--- config.mk ---
export PLATFORM = sky130hd
export DESIGN_NAME = mem_bus_responder
export DESIGN_NICKNAME = d
export VERILOG_FILES = /design/src/rtl/mem_bus_responder_pkg.sv /design/src/rtl/mem_bus_responder_hram.sv /design/src/rtl/mem_bus_responder.sv
export SDC_FILE = /design/constraint.sdc
export NUM_CORES = 1
export LEC_CHECK = 0
export ABC_AREA = 1
export BUFFER_PORTS_ARGS = -buffer_cell sky130_fd_sc_hd__buf_2
export CAP_MARGIN = 10
export CELL_PAD_IN_SITES_DETAIL_PLACEMENT = 0
export CELL_PAD_IN_SITES_GLOBAL_PLACEMENT = 1
export CORE_MARGIN = 2
export CORE_UTILIZATION = 40
export CTS_CLUSTER_SIZE = 12
export DETAILED_ROUTE_END_ITERATION = 16
export HOLD_SLACK_MARGIN = 0.02
export PLACE_DENSITY = 0.75
export SKIP_CTS_REPAIR_TIMING = 1
export SLEW_MARGIN = 40
export SYNTH_ARGS = -nofsm -noshare
export SYNTH_HDL_FRONTEND = slang
export SYNTH_HIERARCHICAL = 1
export SYNTH_SLANG_ARGS = --single-unit
--- constraint.sdc ---
create_clock -name clk -period 2.75 [get_ports clk]
set_input_delay 0.55 -clock clk [delete_from_list [all_inputs] [get_ports clk]]
set_output_delay 0.55 -clock clk [all_outputs]
set_load 0.02 [all_outputs]
--- src/rtl/mem_bus_responder_pkg.sv ---
// rtl/mem_bus_responder_pkg.sv - address map constants, FSM encoding and decode helper for the bus responder
package mem_bus_responder_pkg;

  localparam logic [15:0] HRAM_BASE    = 16'hFF80;
  localparam logic [15:0] HRAM_LIMIT   = 16'hFFFE;
  localparam logic [15:0] IE_ADDR      = 16'hFFFF;
  localparam logic [15:0] ECHO_BASE    = 16'hE000;
  localparam logic [15:0] ECHO_LIMIT   = 16'hFDFF;
  localparam logic [15:0] UNUSED_BASE  = 16'hFEA0;
  localparam logic [15:0] UNUSED_LIMIT = 16'hFEFF;
  localparam logic [15:0] ECHO_OFFSET  = 16'h2000;

  typedef enum logic [1:0] {
    IDLE     = 2'd0,
    EXT_WAIT = 2'd1,
    RESP     = 2'd2,
    DONE     = 2'd3
  } state_t;

  function automatic logic in_range(input logic [15:0] a, input logic [15:0] lo,
                                    input logic [15:0] hi);
    return (a >= lo) && (a <= hi);
  endfunction

endpackage

--- src/rtl/mem_bus_responder_hram.sv ---
// rtl/mem_bus_responder_hram.sv - 127x8 high RAM, synchronous write and read, contents not reset
module hram_127x8 (
  input  logic       clk,
  input  logic       i_we,
  input  logic       i_re,
  input  logic [6:0] i_addr,
  input  logic [7:0] i_wdata,
  output logic [7:0] o_rdata
);

  logic [7:0] r_mem [0:126];
  logic [7:0] r_rdata;
  logic       w_in_range;

  // Index 0x7F aliases the IE register and has no storage behind it.
  assign w_in_range = (i_addr != 7'h7F);

  always_ff @(posedge clk) begin
    if (i_we && w_in_range) r_mem[i_addr] <= i_wdata;
    if (i_re && w_in_range) r_rdata <= r_mem[i_addr];
  end

  assign o_rdata = r_rdata;

endmodule

--- src/rtl/mem_bus_responder.sv ---
// rtl/mem_bus_responder.sv - CPU bus responder: internal HRAM/IE/unusable handling, external forward with timeout
module mem_bus_responder
  import mem_bus_responder_pkg::*;
#(
  parameter int TIMEOUT = 15,
  parameter int CNT_W   = 8
) (
  input  logic        clk,
  input  logic        rst,
  input  logic [15:0] addr_bus,
  input  logic [7:0]  data_in,
  input  logic        rd_req,
  input  logic        wr_req,
  output logic [7:0]  data_out,
  output logic        ready,
  output logic        bus_err,
  output logic        ext_req,
  output logic        ext_we,
  output logic [15:0] ext_addr,
  output logic [7:0]  ext_wdata,
  input  logic [7:0]  ext_rdata,
  input  logic        ext_ack,
  output logic [7:0]  ie_out
);

  localparam logic [CNT_W-1:0] LP_TMO_LAST = CNT_W'(TIMEOUT - 1);

  state_t           r_state;
  state_t           w_state_nxt;
  logic [CNT_W-1:0] r_cnt;
  logic [7:0]       r_data_out;
  logic             r_err;
  logic             r_resp_hram;
  logic             r_ext_req;
  logic             r_ext_we;
  logic [15:0]      r_ext_addr;
  logic [7:0]       r_ext_wdata;
  logic [7:0]       r_ie;

  logic        w_req, w_conflict, w_is_wr;
  logic        w_is_hram, w_is_ie, w_is_unused, w_is_echo, w_internal;
  logic [15:0] w_ext_addr;
  logic [7:0]  w_hram_rdata;
  logic        w_sample_int, w_sample_ext, w_ext_done, w_timeout, w_cnt_en;

  // A simultaneous read and write is serviced as a write.
  assign w_req       = rd_req | wr_req;
  assign w_conflict  = rd_req & wr_req;
  assign w_is_wr     = wr_req;
  assign w_is_hram   = in_range(addr_bus, HRAM_BASE, HRAM_LIMIT);
  assign w_is_ie     = (addr_bus == IE_ADDR);
  assign w_is_unused = in_range(addr_bus, UNUSED_BASE, UNUSED_LIMIT);
  assign w_is_echo   = in_range(addr_bus, ECHO_BASE, ECHO_LIMIT);
  assign w_internal  = w_is_hram | w_is_ie | w_is_unused;
  assign w_ext_addr  = w_is_echo ? (addr_bus - ECHO_OFFSET) : addr_bus;

  hram_127x8 u_hram (
    .clk     (clk),
    .i_we    (w_sample_int && w_is_hram && w_is_wr),
    .i_re    (w_sample_int && w_is_hram && !w_is_wr),
    .i_addr  (addr_bus[6:0]),
    .i_wdata (data_in),
    .o_rdata (w_hram_rdata)
  );

  always_ff @(posedge clk or posedge rst) begin
    if (rst) r_state <= IDLE;
    else     r_state <= w_state_nxt;
  end

  always_comb begin
    w_state_nxt  = r_state;
    w_sample_int = 1'b0;
    w_sample_ext = 1'b0;
    w_ext_done   = 1'b0;
    w_timeout    = 1'b0;
    w_cnt_en     = 1'b0;
    case (r_state)
      IDLE: begin
        if (w_req) begin
          w_sample_int = w_internal;
          w_sample_ext = !w_internal;
          w_state_nxt  = w_internal ? RESP : EXT_WAIT;
        end
      end
      EXT_WAIT: begin
        // An ack arriving on the final timeout cycle still completes cleanly.
        if (ext_ack) begin
          w_ext_done  = 1'b1;
          w_state_nxt = RESP;
        end else if (r_cnt == LP_TMO_LAST) begin
          w_timeout   = 1'b1;
          w_state_nxt = RESP;
        end else begin
          w_cnt_en = 1'b1;
        end
      end
      RESP: w_state_nxt = DONE;
      DONE: if (!w_req) w_state_nxt = IDLE;
      default: w_state_nxt = IDLE;
    endcase
  end

  always_ff @(posedge clk or posedge rst) begin
    if (rst) begin
      r_data_out  <= 8'h00;
      r_err       <= 1'b0;
      r_resp_hram <= 1'b0;
      r_ext_req   <= 1'b0;
      r_ext_we    <= 1'b0;
      r_ext_addr  <= 16'h0000;
      r_ext_wdata <= 8'h00;
      r_ie        <= 8'h00;
      r_cnt       <= '0;
    end else begin
      if (w_sample_int) begin
        r_err       <= w_conflict;
        r_resp_hram <= w_is_hram && !w_is_wr;
        if (w_is_wr) begin
          r_data_out <= data_in;
          if (w_is_ie) r_ie <= data_in;
        end else if (w_is_ie) begin
          r_data_out <= r_ie;
        end else if (w_is_unused) begin
          r_data_out <= 8'h00;
        end
      end
      if (w_sample_ext) begin
        r_err       <= w_conflict;
        r_resp_hram <= 1'b0;
        r_ext_req   <= 1'b1;
        r_ext_we    <= w_is_wr;
        r_ext_addr  <= w_ext_addr;
        r_ext_wdata <= data_in;
        r_cnt       <= '0;
      end
      if (w_ext_done) begin
        r_ext_req  <= 1'b0;
        r_data_out <= r_ext_we ? r_ext_wdata : ext_rdata;
      end
      if (w_timeout) begin
        r_ext_req  <= 1'b0;
        r_data_out <= 8'hFF;
        r_err      <= 1'b1;
      end
      if (w_cnt_en) r_cnt <= r_cnt + CNT_W'(1);
      // Latch the synchronous HRAM read so data_out holds it after RESP.
      if (r_state == RESP && r_resp_hram) r_data_out <= w_hram_rdata;
    end
  end

  assign ready     = (r_state == RESP);
  assign bus_err   = ready && r_err;
  assign data_out  = (ready && r_resp_hram) ? w_hram_rdata : r_data_out;
  assign ext_req   = r_ext_req;
  assign ext_we    = r_ext_we;
  assign ext_addr  = r_ext_addr;
  assign ext_wdata = r_ext_wdata;
  assign ie_out    = r_ie;

endmodule

Yosys cells after proc, flatten, opt, wreduce, memory -nomap -nowiden:

Memories as Yosys holds them, arrays and structs flattened. A register that Yosys moved wholly into a read port is not among the register bits.
Index checks and enable logic that the tools add are counted.

* bits in registers: 54
* RAM bits: 1016
* bits of input ports: 37
* output and inout port bits: 44
* word-level logic and storage cells: 95
* memories kept: 1

* add/subtract/negate cells: 2
* magnitude comparators: 6
* eq/ne operators: 9
* muxes and demuxes: 40
* bitwise logic cells: 4
* reduce and logical (&&, ||, !) cells: 23

Memories
* u_hram.r_mem: depth 127, width 8, rd ports 1, clocked after memory_dff 1, write ports 1, RTL line mem_bus_responder_hram.sv:11 `logic [7:0] r_mem [0:126];`

Operators with widths (number)
* 8-bit two-way mux: 11
* 16-bit >= comparator (second input constant): 3
* 16-bit less-or-equal comparator (second input constant): 3
* 1-bit two-way mux: 22
* 16-bit equality test (second input constant): 1
* 16-bit two-way mux: 1
* 16-bit by 14-bit subtractor with 16-bit output (second input constant): 1
* 1-bit logical AND: 11
* 2-bit two-way mux: 5
* 8-bit by 1-bit adder with 8-bit output (second input constant): 1
* 8-bit by 4-bit equality test with 1-bit output (second input constant): 1
* 2-bit one-hot mux with 4 select lines: 1
* 7-bit != test (second input constant): 1
* 3-bit AND reduction: 2
* 3-bit nonzero test: 2
* 6-bit nonzero test: 1
* 2-bit equality test (second input constant): 2
* 2-bit != test (second input constant): 2
* 2-bit nonzero test: 2
* 4-bit nonzero test: 1
* 3-bit != test (second input constant): 1
* 1-bit bitwise OR: 3
* 2-bit by 1-bit equality test with 1-bit output (second input constant): 1
* 1-bit logical NOT: 2
* other kinds (3): 3

Logic depth before layout (Yosys ltp):

* word-level depth: 11
* gate-level depth with buffers: 15
* gate-level depth less buffers: 13

Cells and area by module:

The synthesis kept the hierarchy.

By module, submodules not included
* hram_127x8: times used 1, cells an instance 4366, area each 43616.8 µm², seq. area each 30749.5 µm²
* mem_bus_responder: times used 1, cells an instance 449, area each 3236.9 µm², seq. area each 1351.3 µm²

Worst setup path before layout:

Ideal clock, no wire load.

* kind: register to register
* from: register r_state[0]
* to: memory u_hram.r_mem[105][0], enable pin
* library setup time: 0.370 ns
* arrival: 2.415 ns
* required time: 2.380 ns
* setup slack: -0.035 ns
* cell stages (with the launch flop): 13
* buffers on the path: 1
* period minus slack after synthesis: 2.785 ns
* cell sequence: dfrtp_1 > inv_1 > ha_1 > inv_1 > nor2_1 > inv_1 > nor2_1 > nand3_1 > inv_1 > a21boi_2 > nand3_1 > buf_2 > nor2_1

* cells in the longest elaborated chain, start to end: 7

Ends and longest elaborated chain
* start, declared: RTL line mem_bus_responder.sv:28 `state_t r_state;`
* start signal, assigned: RTL line mem_bus_responder.sv:68 `else r_state <= w_state_nxt;`
* 2-bit logical NOT: RTL line mem_bus_responder.sv:78 `case (r_state)`
* 1-bit two-way mux: RTL line mem_bus_responder.sv:78
* 1-bit logical AND (2 in series): RTL line mem_bus_responder.sv:59 `.i_we (w_sample_int && w_is_hram && w_is_wr),`
* 1-bit logical AND: RTL line mem_bus_responder_hram.sv:19 `if (i_we && w_in_range) r_mem[i_addr] <= i_wdata;`
* 1-bit two-way mux: RTL line mem_bus_responder_hram.sv:19
* 1-bit two-way mux (implied by the code): RTL line mem_bus_responder_hram.sv:19
* end, declared: RTL line mem_bus_responder_hram.sv:11

No other way between the ends.

Worst setup path in the final report:

* from: register r_state[0]
* to: memory u_hram.r_mem[17][4], enable pin

The elaborated chain is that of the path after synthesis.

==> flow_metrics.tcl <==
set metrics [dict create \
    grt_max_degree 112 \
    start_util 0.4032 \
    ant_nets 0 \
    min_to "ext_addr[0]$_DFFE_PP0P_" \
    antenna_found_initial 4 \
    p_per_area_nw_per_um2 662.4 \
    hold_start "addr_bus[0]" \
    finalHoldViolations 0 \
    rows 125 \
    final_util 0.4706 \
    avgViaCountPerCell 4.910 \
    r2r_cells 14 \
    htreeDepth 3 \
    port_buffers 80 \
    synth_largest_area_cell "edfxtp_1" \
    grt_pass1_vias 32010 \
    nets 5152 \
    dp_hpwl_um 80220 \
    cts_sinks 1078 \
    synth_cell_types 34 \
    path_class "register to register" \
    reg2reg_to "u_hram/r_mem[17][4]$_DFFE_PP_" \
    cp-startpoint "r_state[0]$_DFFE_PP0P_" \
    synthArstFlopShare 0.05009 \
    fin_area_um2 54680 \
    fin_crit_sh 0.9555 \
    die_w_um 346.3 \
    irDropWorstVdd_uv 470.6 \
    place.gp.congestion 0.8570 \
    synth_area_um2 46850 \
    final-setup-viol-count 0 \
    ys_seq_area_frac 0.6851 \
    startpoint_type "register" \
    firstDrtPassIters 6 \
    placed_area_um2 51270 \
    synth_edf_count 1024 \
    syn_avg_cell_area_um2 9.731 \
    yosys_warnings 6 \
    power_mw 36.22 \
    num_antenna_cells 0 \
    hold_slack_ps 139.1 \
    drive_gt1_frac 0.1155 \
    wl_um 128300 \
    yosys.cell_count.top_type "nand2_1" \
    synthFlopType "edfxtp_1" \
    netlist.area_leader.share 0.6563 \
    p_leak_nw 23.58 \
    max-cap-violations 0 \
    ios 81 \
    cp_max_fo 8 \
    ff2ff_setup_slack_ps 120 \
    synth-seq-cells 1078 \
    endpoint_kind "register" \
    dieHeight_um 346.3 \
    worstMarginPinSlew_ps 566.1 \
    yosys-top-cells-count "nand2_1 (2937), edfxtp_1 (1024), nor2_1 (260)" \
    drt_iter0_drc 3067 \
    required_ps 3150 \
    cts.path.max_buffers 3 \
    cts_buffers 110 \
    rr_startpoint "r_state[0]$_DFFE_PP0P_" \
    wl_per_cell_um 19.14 \
    drc 0 \
    postSynthNetCount 4860 \
    grt_first_pass_wirelength_um 192400 \
    slew_violations 0 \
    slew_headroom 0.6226 \
    outcome "finished clean" \
    cts_root_buf "clkbuf_16" \
    ys_top_cells_by_area "edfxtp_1 (66%), nand2_1 (24%), dfrtp_1 (2.9%)" \
    syn_to_final_growth_pct 16.71 \
    whs_path_depth 3 \
    gr-total-overflow 0 \
    fin_skew_ps 21.73 \
    grt_usage 0.2108 \
    fin_crit_ps 2628 \
    dieArea_um2 119900 \
    via_count 32910 \
    hold_class "primary input to register" \
    core_region_area_um2 116200 \
    synthCells 4815 \
    clock_latency_ps 690 \
    clock.fmax_ghz 0.3806 \
    worstPathArrival_ps 3020 \
    clk_pin_slew_ps 60 \
    cts_tree "built" \
]
==> state kept, by name, summed over array words and instances (netlist names) <==
| signal | cells |
|---|---|
| ie_out | 8 |
| ext_wdata | 8 |
| ext_addr | 16 |
| r_resp_hram | 1 |
| r_state | 2 |
| u_hram/o_rdata | 8 |
| r_cnt | 8 |
| ext_we | 1 |
| r_err | 1 |
| r_data_out | 8 |
| u_hram/r_mem | 1016 |
| ext_req | 1 |
==> cells in the final DEF, fill, tap and decap left out, types with 4 or more instances in the layout <==
master | netlist | layout
clkbuf_1 | 56 | 26
edfxtp_1 | 1024 | 1024
dfrtp_1 | 54 | 54
nand2_2 | 4 | 4
buf_4 | 17 | 270
o21ai_1 | 14 | 14
nand3_1 | 64 | 58
bufinv_16 | 0 | 4
o21a_1 | 8 | 8
clkbuf_16 | 0 | 115
inv_1 | 119 | 115
nand3_2 | 7 | 12
ha_1 | 8 | 7
o21ai_0 | 33 | 33
nor2_2 | 5 | 13
inv_2 | 4 | 5
clkinv_2 | 0 | 11
buf_2 | 140 | 69
nand2_1 | 2937 | 2936
a21oi_1 | 12 | 12
clkinv_1 | 2 | 22
nor2_1 | 260 | 252
nand4_1 | 8 | 8
or2_2 | 8 | 8
buf_12 | 0 | 59
==> per-stage QoR <==
step / TNS, ps / setup slack [ps] / std cells
after detailed placement: -53520 / -165.5 / 6514
after CTS: -535.5 / -73.12 / 6698
after floorplan: -11230 / -35.22 / 4815
after global routing: -47.43 / -7.292 / 6703
final: 0 / 122.5 / 6703
after global placement: -70960 / -191.3 / 6514
==> cell type report <==
class | count | area [um^2]
Timing Repair inverter | 1 | 7.507
Clock buffer | 142 | 2978
Timing Repair Buffer | 405 | 3655
Multi-Input combinational cell | 3386 | 13230
Fill cell | 10790 | 61520
Tap cell | 1524 | 1907
Inverter | 125 | 490.5
Clock inverter | 42 | 312.8
Sequential cell | 1078 | 32100
==> per-layer routing <==
| layer | global-route usage | part of all wire | up-vias |
|---|---|---|---|
| met3 | 0.02863 | 0.071 | 189 |
| met2 | 0.3445 | 0.46 | 1089 |
| met1 | 0.2932 | 0.44 | 15620 |
| met5 | 0 | 0.00017 | - |
| li1 | - | - | 16010 |
| met4 | 0.06301 | 0.027 | 4 |
==> worst max-delay path, cell delays in order (launching register included) <==
cell and delay [ps]:
dfrtp_1 410, inv_1 90, ha_1 160, inv_1 60, nor2_2 120, inv_1 70, nor2_2 120, nand3_2 100
inv_2 110, a21boi_4 250, buf_4 150, nand3_4 140, clkbuf_16 250, nor2_1 110, buf_4 190
==> cells by family after synthesis <==
| family | share of synthesized area |
|---|---|
| buf+inv | 0.03402 |
| fa+ha+maj | 0.002136 |
| xor+xnor | 0.0005609 |
| flops | 0.6851 |
| simple gates | 0.2699 |
| compound gates | 0.008279 |
==> power by group <==
part | internal, mW | total [mW] | switching, mW
combinational | 1.19 | 3.82 | 2.63
clock | 7.91 | 14.0 | 6.07
sequential | 18.2 | 18.4 | 0.188
total | 27.3 | 36.2 | 8.88
==> how the worst max path moves through the flow <==
stage,depth (start not counted),endpoint
floorplan,12,u_hram/r_mem[105][0]$_DFFE_PP_
global placement,16,u_hram/r_mem[49][1]$_DFFE_PP_
detailed placement,14,u_hram/r_mem[93][3]$_DFFE_PP_
CTS,7,data_out[1]
global route,14,u_hram/r_mem[41][7]$_DFFE_PP_
finish,14,u_hram/r_mem[17][4]$_DFFE_PP_
Power figures use the tool's default switching activity.
